### src/rtl/uart_tx_fifo.sv
// Byte-wide circular transmit FIFO that drains into uart_tx through its
// START/BUSY/DATA handshake, with overflow detection and an acknowledge timeout.
module uart_tx_fifo #(
  parameter int DEPTH_LOG2  = 4,
  parameter int ACK_TIMEOUT = 15
) (
  input  logic                  CLK,
  input  logic                  RST_N,
  input  logic [7:0]            WR_DATA,
  input  logic                  WR_EN,
  output logic                  FULL,
  output logic                  EMPTY,
  output logic [DEPTH_LOG2:0]   LEVEL,
  output logic                  OVERFLOW,
  output logic                  TX_START,
  output logic [7:0]            TX_DATA,
  input  logic                  TX_BUSY
);

  localparam int DEPTH = 1 << DEPTH_LOG2;
  localparam int CNT_W = (ACK_TIMEOUT < 2) ? 1 : $clog2(ACK_TIMEOUT);

  typedef enum logic [1:0] {
    IDLE,
    LAUNCH,
    WAIT_ACK,
    WAIT_DONE
  } state_t;

  state_t                state;
  logic [7:0]            mem [DEPTH];
  logic [DEPTH_LOG2-1:0] wr_ptr;
  logic [DEPTH_LOG2-1:0] rd_ptr;
  logic [DEPTH_LOG2:0]   level;
  logic [CNT_W-1:0]      ack_cnt;
  logic                  wr_accept;
  logic                  pop;

  assign LEVEL = level;
  assign EMPTY = (level == '0);
  assign FULL  = (level == (DEPTH_LOG2 + 1)'(DEPTH));

  // FULL is the registered occupancy; a same-cycle pop never rescues a write.
  assign wr_accept = WR_EN && !FULL;
  assign pop       = (state == IDLE) && !EMPTY && !TX_BUSY;

  // NOTE: storage has no reset; pointers and LEVEL alone define what is valid,
  // and leaving the array unreset lets it map onto plain RAM.
  always_ff @(posedge CLK) begin
    if (wr_accept) begin
      mem[wr_ptr] <= WR_DATA;
    end
  end

  // NOTE: every register is updated with <= so all blocks see pre-edge values
  // regardless of evaluation order.
  always_ff @(posedge CLK) begin
    if (!RST_N) begin
      wr_ptr   <= '0;
      rd_ptr   <= '0;
      level    <= '0;
      OVERFLOW <= 1'b0;
    end else begin
      if (wr_accept) begin
        wr_ptr <= wr_ptr + DEPTH_LOG2'(1);
      end
      if (pop) begin
        rd_ptr <= rd_ptr + DEPTH_LOG2'(1);
      end
      if (WR_EN && FULL) begin
        OVERFLOW <= 1'b1;
      end
      case ({wr_accept, pop})
        2'b10:   level <= level + (DEPTH_LOG2 + 1)'(1);
        2'b01:   level <= level - (DEPTH_LOG2 + 1)'(1);
        default: level <= level;
      endcase
    end
  end

  always_ff @(posedge CLK) begin
    if (!RST_N) begin
      state    <= IDLE;
      TX_START <= 1'b0;
      TX_DATA  <= 8'h00;
      ack_cnt  <= '0;
    end else begin
      TX_START <= 1'b0;
      case (state)
        IDLE: begin
          if (pop) begin
            TX_DATA  <= mem[rd_ptr];
            TX_START <= 1'b1;
            state    <= LAUNCH;
          end
        end
        LAUNCH: begin
          ack_cnt <= '0;
          state   <= WAIT_ACK;
        end
        WAIT_ACK: begin
          // Counting 0..ACK_TIMEOUT-1 gives exactly ACK_TIMEOUT cycles here.
          if (TX_BUSY) begin
            state <= WAIT_DONE;
          end else if (ack_cnt == CNT_W'(ACK_TIMEOUT - 1)) begin
            state <= IDLE;
          end else begin
            ack_cnt <= ack_cnt + CNT_W'(1);
          end
        end
        WAIT_DONE: begin
          if (!TX_BUSY) begin
            state <= IDLE;
          end
        end
        default: state <= IDLE;
      endcase
    end
  end

endmodule

### config.mk
export PLATFORM = sky130hd
export DESIGN_NAME = uart_tx_fifo
export DESIGN_NICKNAME = d
export VERILOG_FILES = /design/src/rtl/uart_tx_fifo.sv
export SDC_FILE = /design/constraint.sdc
export NUM_CORES = 1
export LEC_CHECK = 0
export BUFFER_PORTS_ARGS = -buffer_cell sky130_fd_sc_hd__buf_2
export CORE_UTILIZATION = 30
export CTS_CLUSTER_DIAMETER = 60
export DETAILED_ROUTE_END_ITERATION = 10
export GPL_TIMING_DRIVEN = 1
export PLACE_DENSITY = 0.53
export SETUP_SLACK_MARGIN = 0.5
export SLEW_MARGIN = 20
export SYNTH_ARGS = -nofsm -noshare
export SYNTH_HDL_FRONTEND = slang
export SYNTH_SLANG_ARGS = --single-unit
### constraint.sdc
create_clock -name CLK -period 3.55 [get_ports CLK]
set_clock_uncertainty 0.1 [all_clocks]
set_input_delay 0.5325 -clock CLK [delete_from_list [all_inputs] [get_ports CLK]]
set_output_delay 0.5325 -clock CLK [all_outputs]
set_load 0.03 [all_outputs]
# == Word-level counts from Yosys, hierarchy flattened ==
# Memory sizes are Yosys's and may differ from the RTL's. A register that Yosys moved wholly into a read port is not among the register bits.
# Index checks and enable logic that the tools add are counted.
# word_totals
register_bits,21
in_bits,12
elab_cells,53
mem_count,1
output_inout_bits,17
mem_bits_rw,128
# memory_table
memory,words,word_bits,rd,rd_clocked_by_memory_dff,write_ports,line_no,source
mem,16,8,1,1,1,31,logic [7:0] mem [DEPTH];
# op_classes
n_mux,12
add_sub_neg,5
n_eq_ne,12
n_reduce_logical,16
# op_table
operator,n
"4-bit by 1-bit adder with 4-bit output, second input constant",3
5-bit one-hot mux with 2 select lines,1
2-bit 2-to-1 mux,4
4-bit 2-to-1 mux,2
"2-bit != test, second input constant",4
2-bit one-hot mux with 4 select lines,1
4-bit one-hot mux with 2 select lines,1
"2-bit == test, second input constant",3
3-bit AND reduction,2
"5-bit by 1-bit adder with 5-bit output, second input constant",1
"5-bit == test, second input constant",1
5-bit zero test,1
"5-bit by 1-bit subtractor with 5-bit output, second input constant",1
"2-bit by 1-bit == test with 1-bit output, second input constant",2
"4-bit == test, second input constant",1
1-bit logical AND,4
1-bit zero test,4
2-bit AND reduction,2
2-bit nonzero test,2
1-bit 2-to-1 mux,3
"3-bit != test, second input constant",1
2-bit zero test,1

# == Depth between registers and ports, before layout ==
# Gate-level depths: netlist of run 1.
# depth
ltp_word,6
mapped_depth,9
mapped_depth_nobuf,9

# == Worst setup path after synthesis of run 1 ==
# Ideal clock, no wire load.
# synth_path
kind,register to register
startpoint,register level[0] (netlist: LEVEL[0])
endpoint,register level[4] (netlist: LEVEL[4])
path_stages_with_launch,10
arrival_ns,2.579
setup_time_ns,0.072
n_path_buf,0
setup_slack_ns,0.799
required_time_ns,3.378
period_less_slack_ns,2.751
cell_sequence,dfxtp_1 nor4_1 a21boi_1 inv_1 ha_1 fa_1 a21o_1 a21oi_1 mux2i_1 mux2i_1
# synth_between
elab_chain_cells,6
word_cells_on_any_way,13
classes_between,add/sub (2); eq/ne (3); mux (1); reduce/logical (7)
# synth_rtl
item,line_no,source
from (decl),34,logic [DEPTH_LOG2:0] level;
from (signal assigned),74,2'b10: level <= level + (DEPTH_LOG2 + 1)'(1);
from (signal assigned),75,2'b01: level <= level - (DEPTH_LOG2 + 1)'(1);
from (signal assigned),76,default: level <= level;
5-bit zero test,40,assign EMPTY = (level == '0);
1-bit zero test,45,assign pop = (state == IDLE) && !EMPTY && !TX_BUSY;
1-bit logical AND (2 in series),45,
2-bit by 1-bit == test with 1-bit output or 2-bit == test (tied branches),73,"case ({wr_accept, pop})"
5-bit one-hot mux with 2 select lines or 2-bit nonzero test (tied branches),--,
# Several ways; a longest one is shown, not always the timed one.
# A chain may end at the register's enable or synchronous reset.

==> results of run 1 <==
kinds of logic (layout without fill, tap and decap cells):
group	count (synthesis)	count (layout)	synth area share
adder cells (fa/ha/maj)	12	12	0.0250
flip-flops	157	157	0.703
XOR/XNOR	11	11	0.0153
buffers and inverters	27	78	0.0219
multiplexers	60	60	0.115
AND/OR/NAND/NOR	74	74	0.0552
AO/OA/AOI/OAI	62	62	0.0644
state kept, by name, summed over array words and instances (netlist names):
register / cells
LEVEL: 5
OVERFLOW: 1
TX_DATA: 8
TX_START: 1
ack_cnt: 4
mem: 128
rd_ptr: 4
state: 2
wr_ptr: 4
area by class of cell:
| cell class | instances | area (um2) |
|---|---|---|
| clock buffer | 18 | 429 |
| clock inverter | 13 | 124 |
| fill | 1975 | 13100 |
| inverter | 6 | 22.5 |
| multi-input combinational | 219 | 1730 |
| sequential | 157 | 4430 |
| tap | 270 | 338 |
| timing repair buffer | 41 | 250 |
power groups by stage:
stage | Clock (W) | Sequential [W] | Combinational, W
floorplan | 0 | 0.00230 | 0.000633
global placement | 0 | 0.00225 | 0.000952
detailed placement | 0 | 0.00225 | 0.000968
CTS | 0.00174 | 0.00221 | 0.000974
global route | 0.00182 | 0.00223 | 0.00105
finish | 0.00170 | 0.00221 | 0.000962
metal layers:
metal	vias to the layer above	global-route usage	wire length (um)
met1	1768	0.175	6290
met5	-	0	0
li1	1637	-	-
met3	11	0.0466	801
met4	0	0.0396	122
met2	84	0.208	6480
worst reg2reg max path, stage by stage (launching register included):
cell,delay (ns)
sky130_fd_sc_hd__dfxtp_1,0.78
sky130_fd_sc_hd__buf_4,0.27
sky130_fd_sc_hd__mux4_2,0.52
sky130_fd_sc_hd__a2111oi_0,0.87
sky130_fd_sc_hd__buf_4,0.23
sky130_fd_sc_hd__a21oi_1,0.06
stage by stage:
| stage | hold WS, ns | cells | utilization | total power (W) | instance area [um2] |
|---|---|---|---|---|---|
| CTS | 0.280 | 724 | 0.358 | 0.00493 | 7320 |
| global route | 0.315 | 724 | 0.358 | 0.00510 | 7320 |
| detailed placement | 0.360 | 693 | 0.331 | 0.00322 | 6770 |
| global placement | 0.345 | 693 | 0.331 | 0.00320 | 6770 |
| finish | 0.299 | 724 | 0.358 | 0.00487 | 7320 |
| floorplan | 0.379 | 403 | - | 0.00293 | 6300 |
final timing paths:
path | slack (ns) | to | start
worst min register to register | 0.37 | OVERFLOW | OVERFLOW
worst max-delay path | 0.61 | TX_DATA[1] | rd_ptr[0]
worst min-delay path | 0.30 | state[0] | TX_BUSY
worst max register to register | 0.61 | TX_DATA[1] | rd_ptr[0]
placed cells by master, fill, tap and decap left out, types with 3 or more instances in the layout:
cell type	netlist	routed
sky130_fd_sc_hd__o21ai_0	7	7
sky130_fd_sc_hd__nand3_1	4	4
sky130_fd_sc_hd__a2111oi_0	5	5
sky130_fd_sc_hd__buf_2	10	28
sky130_fd_sc_hd__dfxtp_1	29	28
sky130_fd_sc_hd__xor2_1	8	8
sky130_fd_sc_hd__inv_1	6	6
sky130_fd_sc_hd__nor3_1	5	5
sky130_fd_sc_hd__mux2i_1	49	49
sky130_fd_sc_hd__o22ai_1	22	22
sky130_fd_sc_hd__nor2_1	36	36
sky130_fd_sc_hd__o211ai_1	3	3
sky130_fd_sc_hd__edfxtp_1	128	128
sky130_fd_sc_hd__mux4_2	10	10
sky130_fd_sc_hd__clkbuf_16	0	17
sky130_fd_sc_hd__nor2b_1	3	3
sky130_fd_sc_hd__buf_4	0	12
sky130_fd_sc_hd__xnor2_1	3	3
sky130_fd_sc_hd__a31oi_1	3	3
sky130_fd_sc_hd__ha_1	11	11
sky130_fd_sc_hd__nand2b_1	3	3
sky130_fd_sc_hd__a21oi_1	11	11
sky130_fd_sc_hd__clkinv_2	0	3
sky130_fd_sc_hd__and3_1	4	4
sky130_fd_sc_hd__nand2_1	9	9
sky130_fd_sc_hd__clkinv_1	0	4
==> results by stage, run 1 <==
Status:
- The flow ran to the end, and the final reports show no timing, DRC or antenna violations.

GRT:
- The global-route usage over all layers is 0.134.
- The number of antenna violations at the first check in global routing is 0.
- The via count of the first global-routing pass is between 3000 and 4000.
- Entering global routing, the biggest net connects 21 pins.
- The first global-routing pass estimated approximately 21000 um of wire.
- Summed over all layers, the global routing overflow is 0.

Worst setup path:
- In this run the worst path has a maximum fanout of 14.
- The most repeated library cell on the critical path is sky130_fd_sc_hd__buf_4.
- The cell depth of the worst setup path is 5.
- In this design, the stage delay of the slowest critical-path cell is between 0.8 and 0.9 ns.
- Counting both buffers and inverters, the worst setup path holds a total of 2.
- The critical path launch point type is a register.
- The largest individual stage delay along the critical path comes from the cell sky130_fd_sc_hd__a2111oi_0.
- Among cell families on the critical path, the largest total delay comes from compound AO/OA/AOI/OAI gates.
- The critical path goes through buf_4 -> mux4_2 -> a2111oi_0 -> buf_4 -> a21oi_1.
- The category of the worst setup path capture point is a register.
- The worst register-to-register path has a depth of 5.
- STA puts the critical path data required time at between 3 and 4 ns.
- For the worst setup path, the data arrival time is approximately 3.1 ns.
- The type of the worst setup path is register to register.

Floorplan:
- The die area is 21600 um2.
- In this run the standard cell core region covers between 20000 and 25000 um2.
- The effective utilization at floorplan is 0.308.
- The number of primary I/O pins is 29.
- The die boundary height is roughly 150 um.
- The die span in x is around 150 um.
- The floorplan has between 50 and 60 rows.

Drt:
- The average vias per placed instance is roughly 4.8.
- After the first detailed-routing iteration, the DRC count stood at between 200 and 300.
- Dividing the detail-routed wire length by the instance count gives approximately 19 um.
- The detailed-route wire length is ~14000 um.
- The first detailed-routing pass ran for 4 iterations.
- The count of nets left with antenna violations once routing finished came out at 0.
- The total number of vias is 3500.
- For this run, design rule violations remaining after detail routing come to 0.

Clocking:
- The clock slew seen by the registers of the worst setup and hold paths is 0.06 ns.
- After clock tree synthesis, the repair step resized 0 gates.
- The number of setup buffers added after CTS is 0.
- In this run, post-CTS hold repair placed 0 buffers.
- Buffers inserted during clock tree synthesis total 17.
- The clock reaches the later pin of the worst-skew pair after 0.42 ns.
- The maximum buffer depth of the clock tree is 2.
- The number of H-tree branching levels is 4.
- The clock tree root buffer cell is sky130_fd_sc_hd__clkbuf_16.
- The tree built by TritonCTS fans out to ~160 sinks.
- The TritonCTS clock tree is built.

Synthesis:
- By area the synthesized netlist is led by sky130_fd_sc_hd__edfxtp_1 (61%), sky130_fd_sc_hd__dfxtp_1 (9.2%), sky130_fd_sc_hd__mux2i_1 (7.8%).
- The flop and latch count out of synthesis is around 160.
- During synthesis, Yosys emitted a total of 0 warnings.
- Synthesis produced about 400 cells.
- Counting every net in the synthesized netlist gives 427.
- In this run, distinct cell masters in the synthesized netlist total 43.
- The average cell area after synthesis is 15.6 um2.
- The most instantiated flip-flop cell in the synthesis netlist is sky130_fd_sc_hd__edfxtp_1.
- Yosys mapped a number of flops with a built-in enable equal to 128.
- Of the post-synthesis cell area, the dominant cell type holds 0.610.
- The proportion of synthesized flip-flops having asynchronous set or reset is 0.
- Sorting the synthesized cells by how often they occur yields sky130_fd_sc_hd__edfxtp_1 (128), sky130_fd_sc_hd__mux2i_1 (49), sky130_fd_sc_hd__nor2_1 (36).
- The cell type with the largest total area after synthesis is sky130_fd_sc_hd__edfxtp_1.
- After synthesis the cells add up to approximately 6300 um2.
- Of the synthesized area, sequential elements account for 0.703.
- The most common cell in the synthesized netlist is sky130_fd_sc_hd__edfxtp_1.

Power and ir drop:
- The analysis attributes to cell leakage a power of around 2.4 nW.
- The power share of the clock group is 0.348.
- The share of total power dissipated in sequential elements is 0.454.
- The switching part of the total is 0.286.
- The switching power is around 0.0014 W.
- Dividing total power by cell area gives a power density of 665 nW/um2.
- VDD sags by at most 0.000266 V.
- Internal power comes to 0.00348 W.
- Of the total power, combinational logic draws 0.197.

STA:
- Setup repair after global routing left no endpoint under its margin.
- The clock period minus final worst setup slack is approximately 3 ns.
- The actual transition at the worst max-transition pin is between 0.9 and 1 ns.
- In this run the tightest slew margin relative to its limit is 0.352.
- The summed negative setup slack over all endpoints is 0 ns.
- After layout, the worst setup slack is slightly above 0.6 ns.
- The maximum clock frequency is between 0.3 and 0.4 GHz.
- Dividing the final minimum period by the clock period gives 0.829.
- The total of endpoints with negative setup slack in the final report is 0.
- The final count of hold timing violations is 0.
- The max-slew violation total from the final report came to 0.

Worst hold path:
- The path type of the worst min-delay path is primary input to register.
- Counting instances, the worst hold path has a depth of 3.

Layout:
- The growth of design area from synthesis to finish is 16.3%.
- The number of antenna diodes in the final layout is 0.
- The share of layout cells above drive strength 1 is 0.178.
- The total number of nets in the final design is 466.

Job:
- The max-cap violation count is 0.

Placement:
- At the end of routability-driven placement, the weighted congestion stood at 0.808.
- Timing analysis after detailed placement gives a worst setup slack of just over 0.6 ns.
- The wire-length estimate of the detail-placed layout is between 8000 and 9000 um.
- The count of input and output buffers is 28.
(Power assumes the default switching activity.)
==> inputs of run 2 (changes only) <==
ABC_AREA = 1   (was unset)
clock period = 2.75 ns   (was 3.55 ns; I/O delays follow)
==> results by stage, run 2 <==
Floorplan:
- The die area is 23700 um2 (+9.8%).
- The die span in x is 154 um (+4.8%).
- The effective utilization at floorplan is 0.306 (-0.00235).
- The core area is 22600 um2 (+11%).
- The number of primary I/O pins was 29 (unchanged).
- The site row count is 55 (+5.8%).
- The die boundary height came to 154 um (+4.8%).

Worst setup path:
- The critical path launch point is LEVEL[2].
- The peak fanout along the critical path came to 5 (-9).
- The type of the worst setup path is register to register.
- STA classifies the critical path endpoint as a register.
- The critical path arrival was 2.39 ns (-0.75 ns).
- The critical path launch point type is a register.
- In this run the critical register-to-register path is launched from LEVEL[2].
- The worst-case register-to-register setup slack was 0.60 ns (about the same).
- The data required time of the critical path is 2.99 ns (-0.76 ns).

Clocking:
- The number of clock sinks seen by CTS came to 157 (unchanged).
- The cell sitting at the root of the clock tree is a sky130_fd_sc_hd__clkbuf_16.
- The clock slew seen by the registers of the worst setup and hold paths is 0.06 ns (about the same).
- The hold buffer count at CTS is 0 (unchanged).
- The number of H-tree branching levels was 4 (unchanged).
- The TritonCTS clock tree is built.
- The source-to-sink clock delay at the later pin of the worst-skew pair came to 0.42 ns (about the same).
- The total clock buffers created by CTS came to 17 (unchanged).
- The maximum buffer depth of the clock tree came to 2 (unchanged).

Layout:
- The post-layout utilization of the core is 0.351 (-0.00721).
- The top register by number of flip-flops is mem.
- The total number of nets in the final design is 763 (+64%).
- The flip-flop count of the largest register, all copies and words added is 128 (unchanged).
- The number of antenna repair diodes is 0 (unchanged).
- Compared with the post-synthesis result, the final layout area differs by 14.9%.
- The most common library cell in the layout ignoring fill and taps is sky130_fd_sc_hd__nand2_1.
- The share of layout cells above drive strength 1 is 0.115 (-0.0639).
- The library cells used most frequently in the layout, excluding fill and tap cells, are sky130_fd_sc_hd__nand2_1 (225), sky130_fd_sc_hd__edfxtp_1 (128), sky130_fd_sc_hd__nand3_1 (99).
- The final cell count without fillers is 1036 (+43%).

Power and ir drop:
- The worst IR drop on VDD is 0.000454 V (+71%).
- The leakage component of the power was 3.36 nW (+38%).
- The total power divided by cell area came to 922 nW/um2 (+39%).

GRT:
- The maximum number of pins on one net before global-route repair is 67 (+220%).
- The via count of the first global-routing pass is 4397 (+26%).
- The first-pass GRT wire length is 24500 um (+17%).
- The number of antenna violations at the first check in global routing is 0 (unchanged).
- The total grt overflow came to 0 (unchanged).
- The global-route usage over all layers is 0.141 (+0.00716).

Synthesis:
- The fraction of post-synthesis cell area in the top cell type by area is 0.555 (-0.0554).
- The number of library cell types mapped by synthesis is 23 (-47%).
- By instance count, the leading cell after synthesis is sky130_fd_sc_hd__nand2_1.
- The combined area of all synthesized cells came to 6920 um2 (+10%).
- The post-synthesis net count was 732 (+71%).
- Ranked by instance count, the synthesized netlist is headed by sky130_fd_sc_hd__nand2_1 (225), sky130_fd_sc_hd__edfxtp_1 (128), sky130_fd_sc_hd__nand3_1 (99).
- The proportion of synthesized flip-flops having asynchronous set or reset was 0 (unchanged).
- The instance count of the mapped netlist is 708 (+76%).
- The share of synthesized area occupied by flip-flops and latches was 0.639 (-0.0637).
- By area the synthesized netlist is led by sky130_fd_sc_hd__edfxtp_1 (56%), sky130_fd_sc_hd__nand2_1 (12%), sky130_fd_sc_hd__dfxtp_1 (8.4%).
- The flop and latch count out of synthesis was 157 (unchanged).
- The count of yosys warnings during synthesis came to 0 (unchanged).
- The average cell area after synthesis was 9.78 um2 (-37%).
- Among all flip-flop cells after synthesis, the most frequent one is sky130_fd_sc_hd__edfxtp_1.
- The cell type with the largest total area after synthesis is sky130_fd_sc_hd__edfxtp_1.
- The number of synthesized flops with an enable pin is 128 (unchanged).

Drt:
- The number of DRC violations after detailed-routing iteration 0 came to 367 (+43%).
- The detailed-route wire length is 15500 um (+14%).
- The total number of vias came to 4597 (+31%).
- The average vias per placed instance is 4.44 (-8.2%).
- The DRC violations left is 0 (unchanged).
- The first-pass detailed-route iteration total was 4 (unchanged).
- The count of nets left with antenna violations after detail routing is 0 (unchanged).
- The average routed wire per standard cell was 15.0 um (-21%).

Placement:
- The detailed placer's ending HPWL is 9710 um (+8.1%).
- The worst slack at placement is 0.500 ns (-0.115 ns).
- The count of input and output buffers is 28 (unchanged).
- The number of placed instances, taps included is 1004 (+45%).
- The last weighted congestion value of the routability-driven placer is 0.791 (-2.0%).

STA:
- The clock period minus final worst setup slack came to 2.15 ns (-0.789 ns).
- The worst hold slack is 0.146 ns (-0.153 ns).
- The period utilization came to 0.784 (-0.0456).
- The final count of hold timing violations came to 0 (unchanged).
- Setup repair after global routing could not meet its margin everywhere.
- The actual transition at the worst max-transition pin is 0.747 ns (-0.201 ns).
- The total of endpoints with negative setup slack in the final report is 0 (unchanged).
- The post-route worst setup slack was 0.595 ns (-0.0113 ns).
- The max-slew violation total from the final report is 0 (unchanged).
- The worst slew margin relative to its limit came to 0.502 (+0.150).
- The maximum clock frequency came to 0.464 GHz (+37%).
- The summed negative setup slack over all endpoints was 0 ns (unchanged).

Status:
- The flow ran to the end, and the final reports show no timing, DRC or antenna violations.

Worst hold path:
- The startpoint identified for the worst hold timing path is WR_EN.
- The path type of the worst min-delay path is primary input to register.

Job:
- The max-cap violation count is 0 (unchanged).
run 2: cell types whose count changed after synthesis, sizes merged, moves of 4 or more:
cell     before  now
a21oi        11   20
nand3         4   99
nor2         36   41
o211ai        4    0
nand2         9  227
and3          4    0
buf          14   24
a2111oi       6    0
nor3          5    0
o22ai        22    0
inv           6   95
mux2i        49    0
mux4         10    0
run 2: metal layers:
layer	global-route usage	share of wire
met1	0.175	0.45
met2	0.235	0.49
met3	0.0302	0.032
met4	0.0619	0.022
met5	0	0
run 2: worst max-delay path, cell delays in order, from the launching register on:
cell and delay (ns):
sky130_fd_sc_hd__dfxtp_2 0.34, sky130_fd_sc_hd__nor2_1 0.18, sky130_fd_sc_hd__nand4_1 0.18, sky130_fd_sc_hd__nand2_2 0.12, sky130_fd_sc_hd__inv_2 0.05, sky130_fd_sc_hd__ha_4 0.18
sky130_fd_sc_hd__fa_1 0.42, sky130_fd_sc_hd__nand3_1 0.10, sky130_fd_sc_hd__nand2_1 0.07, sky130_fd_sc_hd__xnor2_1 0.15, sky130_fd_sc_hd__nand2_1 0.07, sky130_fd_sc_hd__a21oi_1 0.11
run 2: kinds of logic (layout without fill, tap and decap cells):
group / Yosys count / count (layout) / synth area share
compound gates: 31 / 31 / 0.0229
buf+inv: 127 / 170 / 0.0813
fa+ha+maj: 12 / 12 / 0.0228
simple gates: 373 / 373 / 0.224
flops: 157 / 157 / 0.639
xor+xnor: 8 / 8 / 0.0101
run 2: final cells by class:
class	count	area [um2]
well taps	285	357
inverters	97	364
fillers	2202	14700
repair buffers	42	258
multi-input cells	424	1960
clock buffers	19	433
clock inverters	12	148
flip-flops and latches	157	4430
run 2: power by group:
part           switching (W)  total (W)  internal, W  leakage, nW
clock               0.000905    0.00232      0.00141        0.272
combinational        0.00151    0.00217     0.000658         1.69
sequential          0.000101    0.00285      0.00275         1.40
run 2: worst paths after layout:
kind / endpoint / depth (start not counted)
worst max-delay path: LEVEL[4] / 11
worst min-delay path: OVERFLOW / 3
worst max register to register: LEVEL[4] / 11
worst min register to register: OVERFLOW / 2
run 2: metrics by stage:
step	cell area [um2]	total power, W
2_1_floorplan	6950	0.00451
3_3_place_gp	7350	0.00506
3_5_place_dp	7350	0.00507
4_1_cts	7940	0.00740
5_1_grt	7950	0.00776
6_report	7950	0.00734
run 2: timing repair:
action,4_1_cts,5_1_grt
gates resized for setup,0,1
cloned,0,0
buffers inserted,1,0
setup endpoints to repair,1,2
pin swaps,1,1
==> inputs of run 3 (changes only) <==
clock period = 2.1 ns   (was 2.75 ns; I/O delays follow)
==> results by stage, run 3 (synthesis results as in run 2) <==
Layout:
- The total number of nets in the final design is 781 (+2.4%).
- The number of antenna repair diodes was 0 (unchanged).
- The number of filler cells placed in the layout is 2216 (+0.64%).
- The library cells used most frequently in the layout, excluding fill and tap cells, are sky130_fd_sc_hd__nand2_1 (219), sky130_fd_sc_hd__edfxtp_1 (128), sky130_fd_sc_hd__inv_1 (88).
- The final non-filler cell area is 8700 um2 (+9.5%).
- The most common library cell in the layout ignoring fill and taps is sky130_fd_sc_hd__nand2_1.
- The share of layout cells above drive strength 1 was 0.207 (+0.0922).
- The final cell count without fillers is 1054 (+1.7%).
- The growth of design area from synthesis to finish is 25.7%.
- The flip-flop count of the largest register, all copies and words added was 128 (unchanged).
- The combined area of the multi-input logic cells came to 2280 um2 (+16%).
- The post-layout utilization of the core is 0.384 (+0.0332).
- The combined flip-flop and latch cell area is 4450 um2 (+0.37%).
- mem holds more flip-flops than any other register.

Drt:
- The met3 wirelength from detailed routing is 577 um (+16%).
- The number of DRC violations after detailed-routing iteration 0 is 364 (-0.82%).
- The total number of vias came to 4844 (+5.4%).
- After detailed routing, no signal wire sits above met4.
- The met2 wire length came to 8740 um (+14%).
- The average vias per placed instance is 4.60 (+3.6%).
- The routed metal-1 wirelength is 7750 um (+10%).
- The DRC violations left is 0 (unchanged).
- The average routed wire per standard cell is 16.5 um (+10%).
- The first-pass detailed-route iteration total came to 4 (unchanged).
- The count of nets left with antenna violations after detail routing is 0 (unchanged).
- The detailed-route wire length came to 17400 um (+12%).

GRT:
- The total grt overflow is 0 (unchanged).
- The global-route usage over all layers is 0.156 (+0.0146).
- The number of antenna violations at the first check in global routing is 0 (unchanged).
- The via count of the first global-routing pass is 4697 (+6.8%).
- The first-pass GRT wire length is 27100 um (+11%).
- The maximum number of pins on one net before global-route repair is 35 (-48%).

Floorplan:
- The die area is 23700 um2 (unchanged).
- The core area is 22600 um2 (unchanged).
- The number of primary I/O pins is 29 (unchanged).
- The site row count is 55 (unchanged).
- The die boundary height is 154 um (unchanged).
- The die span in x is 154 um (unchanged).
- The effective utilization at floorplan is 0.306 (unchanged).

Clocking:
- The clock slew seen by the registers of the worst setup and hold paths is 0.06 ns (about the same).
- The number of H-tree branching levels came to 4 (unchanged).
- The hold buffer count at CTS is 0 (unchanged).
- TritonCTS built the clock tree.
- The maximum buffer depth of the clock tree was 2 (unchanged).
- The source-to-sink clock delay at the later pin of the worst-skew pair is 0.42 ns (about the same).
- The total clock buffers created by CTS is 17 (unchanged).
- In this run the clock root is driven by a sky130_fd_sc_hd__clkbuf_16.
- The number of clock sinks seen by CTS is 157 (unchanged).

STA:
- The max-slew violation total from the final report was 0 (unchanged).
- The total of endpoints with negative setup slack in the final report is 0 (unchanged).
- The worst slew margin relative to its limit is 0.686 (+0.184).
- The post-route worst setup slack came to 0.184 ns (-0.411 ns).
- The clock period minus final worst setup slack is 1.92 ns (-0.239 ns).
- Setup repair after global routing could not meet its margin everywhere.
- The actual transition at the worst max-transition pin was 0.470 ns (-0.276 ns).
- The final count of hold timing violations is 0 (unchanged).
- The period utilization is 0.912 (+0.129).
- The maximum clock frequency is 0.522 GHz (+12%).

Worst hold path:
- The path with the worst hold slack has its endpoint at OVERFLOW.
- The worst hold path begins at WR_EN.
- The path type of the worst min-delay path is primary input to register.
- The depth of the worst hold-timing path is 3 (unchanged).

Worst setup path:
- The worst-case register-to-register setup slack was 0.18 ns (-0.41 ns).
- The capturing point of the worst reg2reg path is LEVEL[2].
- The category of the worst setup path capture point is a register.
- The critical path arrival came to 2.13 ns (-0.26 ns).
- The critical path launch point type is a register.
- The source of the worst register-to-register timing path is LEVEL[3].
- The data required time of the critical path was 2.32 ns (-0.67 ns).
- The number of cells on the worst reg-to-reg path is 10 (-1).
- The peak fanout along the critical path is 5 (unchanged).
- The type of the worst setup path is register to register.

Power and ir drop:
- The total power divided by cell area is 1250 nW/um2 (+35%).
- The leakage component of the power was 3.61 nW (+7.4%).
- The worst IR drop on VDD was 0.000559 V (+23%).

Placement:
- The area of placed instances is 7560 um2 (+2.8%).
- The count of input and output buffers is 28 (unchanged).
- The worst slack at placement is 0.0859 ns (-0.414 ns).
- The detailed placer's ending HPWL came to 10800 um (+11%).
- The number of placed instances, taps included is 1005 (+0.10%).
- The last weighted congestion value of the routability-driven placer is 0.781 (-1.3%).

Status:
- The run finished with clean final reports.

Job:
- The max-cap violation count was 0 (unchanged).
run 3: cell types whose count changed in the layout (fill, tap and decap cells not counted), sizes merged:
cell,before,now
buf,42,58
bufinv,3,6
clkinvlp,4,1
inv,95,97
run 3: worst max path at each step:
stage | startpoint | to | slack, ns | cells after the start
2_1_floorplan | LEVEL[3] | LEVEL[4] | -0.009 | 12
3_3_place_gp | LEVEL[3] | LEVEL[4] | 0.12 | 11
3_5_place_dp | LEVEL[3] | LEVEL[4] | 0.09 | 11
4_1_cts | LEVEL[3] | LEVEL[4] | 0.17 | 11
5_1_grt | LEVEL[3] | LEVEL[4] | 0.03 | 11
6_report | LEVEL[3] | LEVEL[2] | 0.18 | 10
run 3: what timing repair did:
| action | in CTS | in global routing |
|---|---|---|
| pin swaps | 12 | 7 |
| buffers inserted | 10 | 5 |
| endpoints found under the setup margin | 144 | 148 |
| resized for setup | 22 | 36 |
| gates cloned | 1 | 2 |
run 3: metrics by stage:
stage / setup TNS [ns] / power [W] / hold slack [ns]
6_report: 0 / 0.0108 / 0.0497
5_1_grt: 0 / 0.0114 / 0.0650
3_3_place_gp: 0 / 0.00691 / 0.349
4_1_cts: 0 / 0.0106 / 0.0348
3_5_place_dp: 0 / 0.00692 / 0.374
2_1_floorplan: -0.00857 / 0.00604 / 0.314
run 3: critical path, stage by stage, from the launching register on:
cell,delay (ns)
sky130_fd_sc_hd__dfxtp_4,0.35
sky130_fd_sc_hd__nor2_4,0.11
sky130_fd_sc_hd__nand4_1,0.13
sky130_fd_sc_hd__nand2_2,0.10
sky130_fd_sc_hd__inv_2,0.05
sky130_fd_sc_hd__ha_4,0.19
sky130_fd_sc_hd__fa_2,0.35
sky130_fd_sc_hd__buf_4,0.14
sky130_fd_sc_hd__xor2_1,0.13
sky130_fd_sc_hd__o21ai_1,0.11
sky130_fd_sc_hd__inv_1,0.04
run 3: layout make-up:
cell class | count | area share
clock inverters | 14 | 0.0276
repair buffers | 60 | 0.0645
well taps | 285 | 0.0410
clock buffers | 17 | 0.0489
multi-input cells | 424 | 0.262
inverters | 97 | 0.0446
flip-flops and latches | 157 | 0.511
run 3: metal layers:
metal / track usage / vias up
met2: 0.267 / 74
met5: 0 / -
met4: 0.0529 / 0
li1: - / 2398
met3: 0.0366 / 26
met1: 0.191 / 2346
run 3: power breakdown:
part	internal [W]	total, W	switching [W]
registers	0.00361	0.00377	0.000158
logic	0.00129	0.00361	0.00232
clock network	0.00223	0.00347	0.00124
total	0.00713	0.0108	0.00372
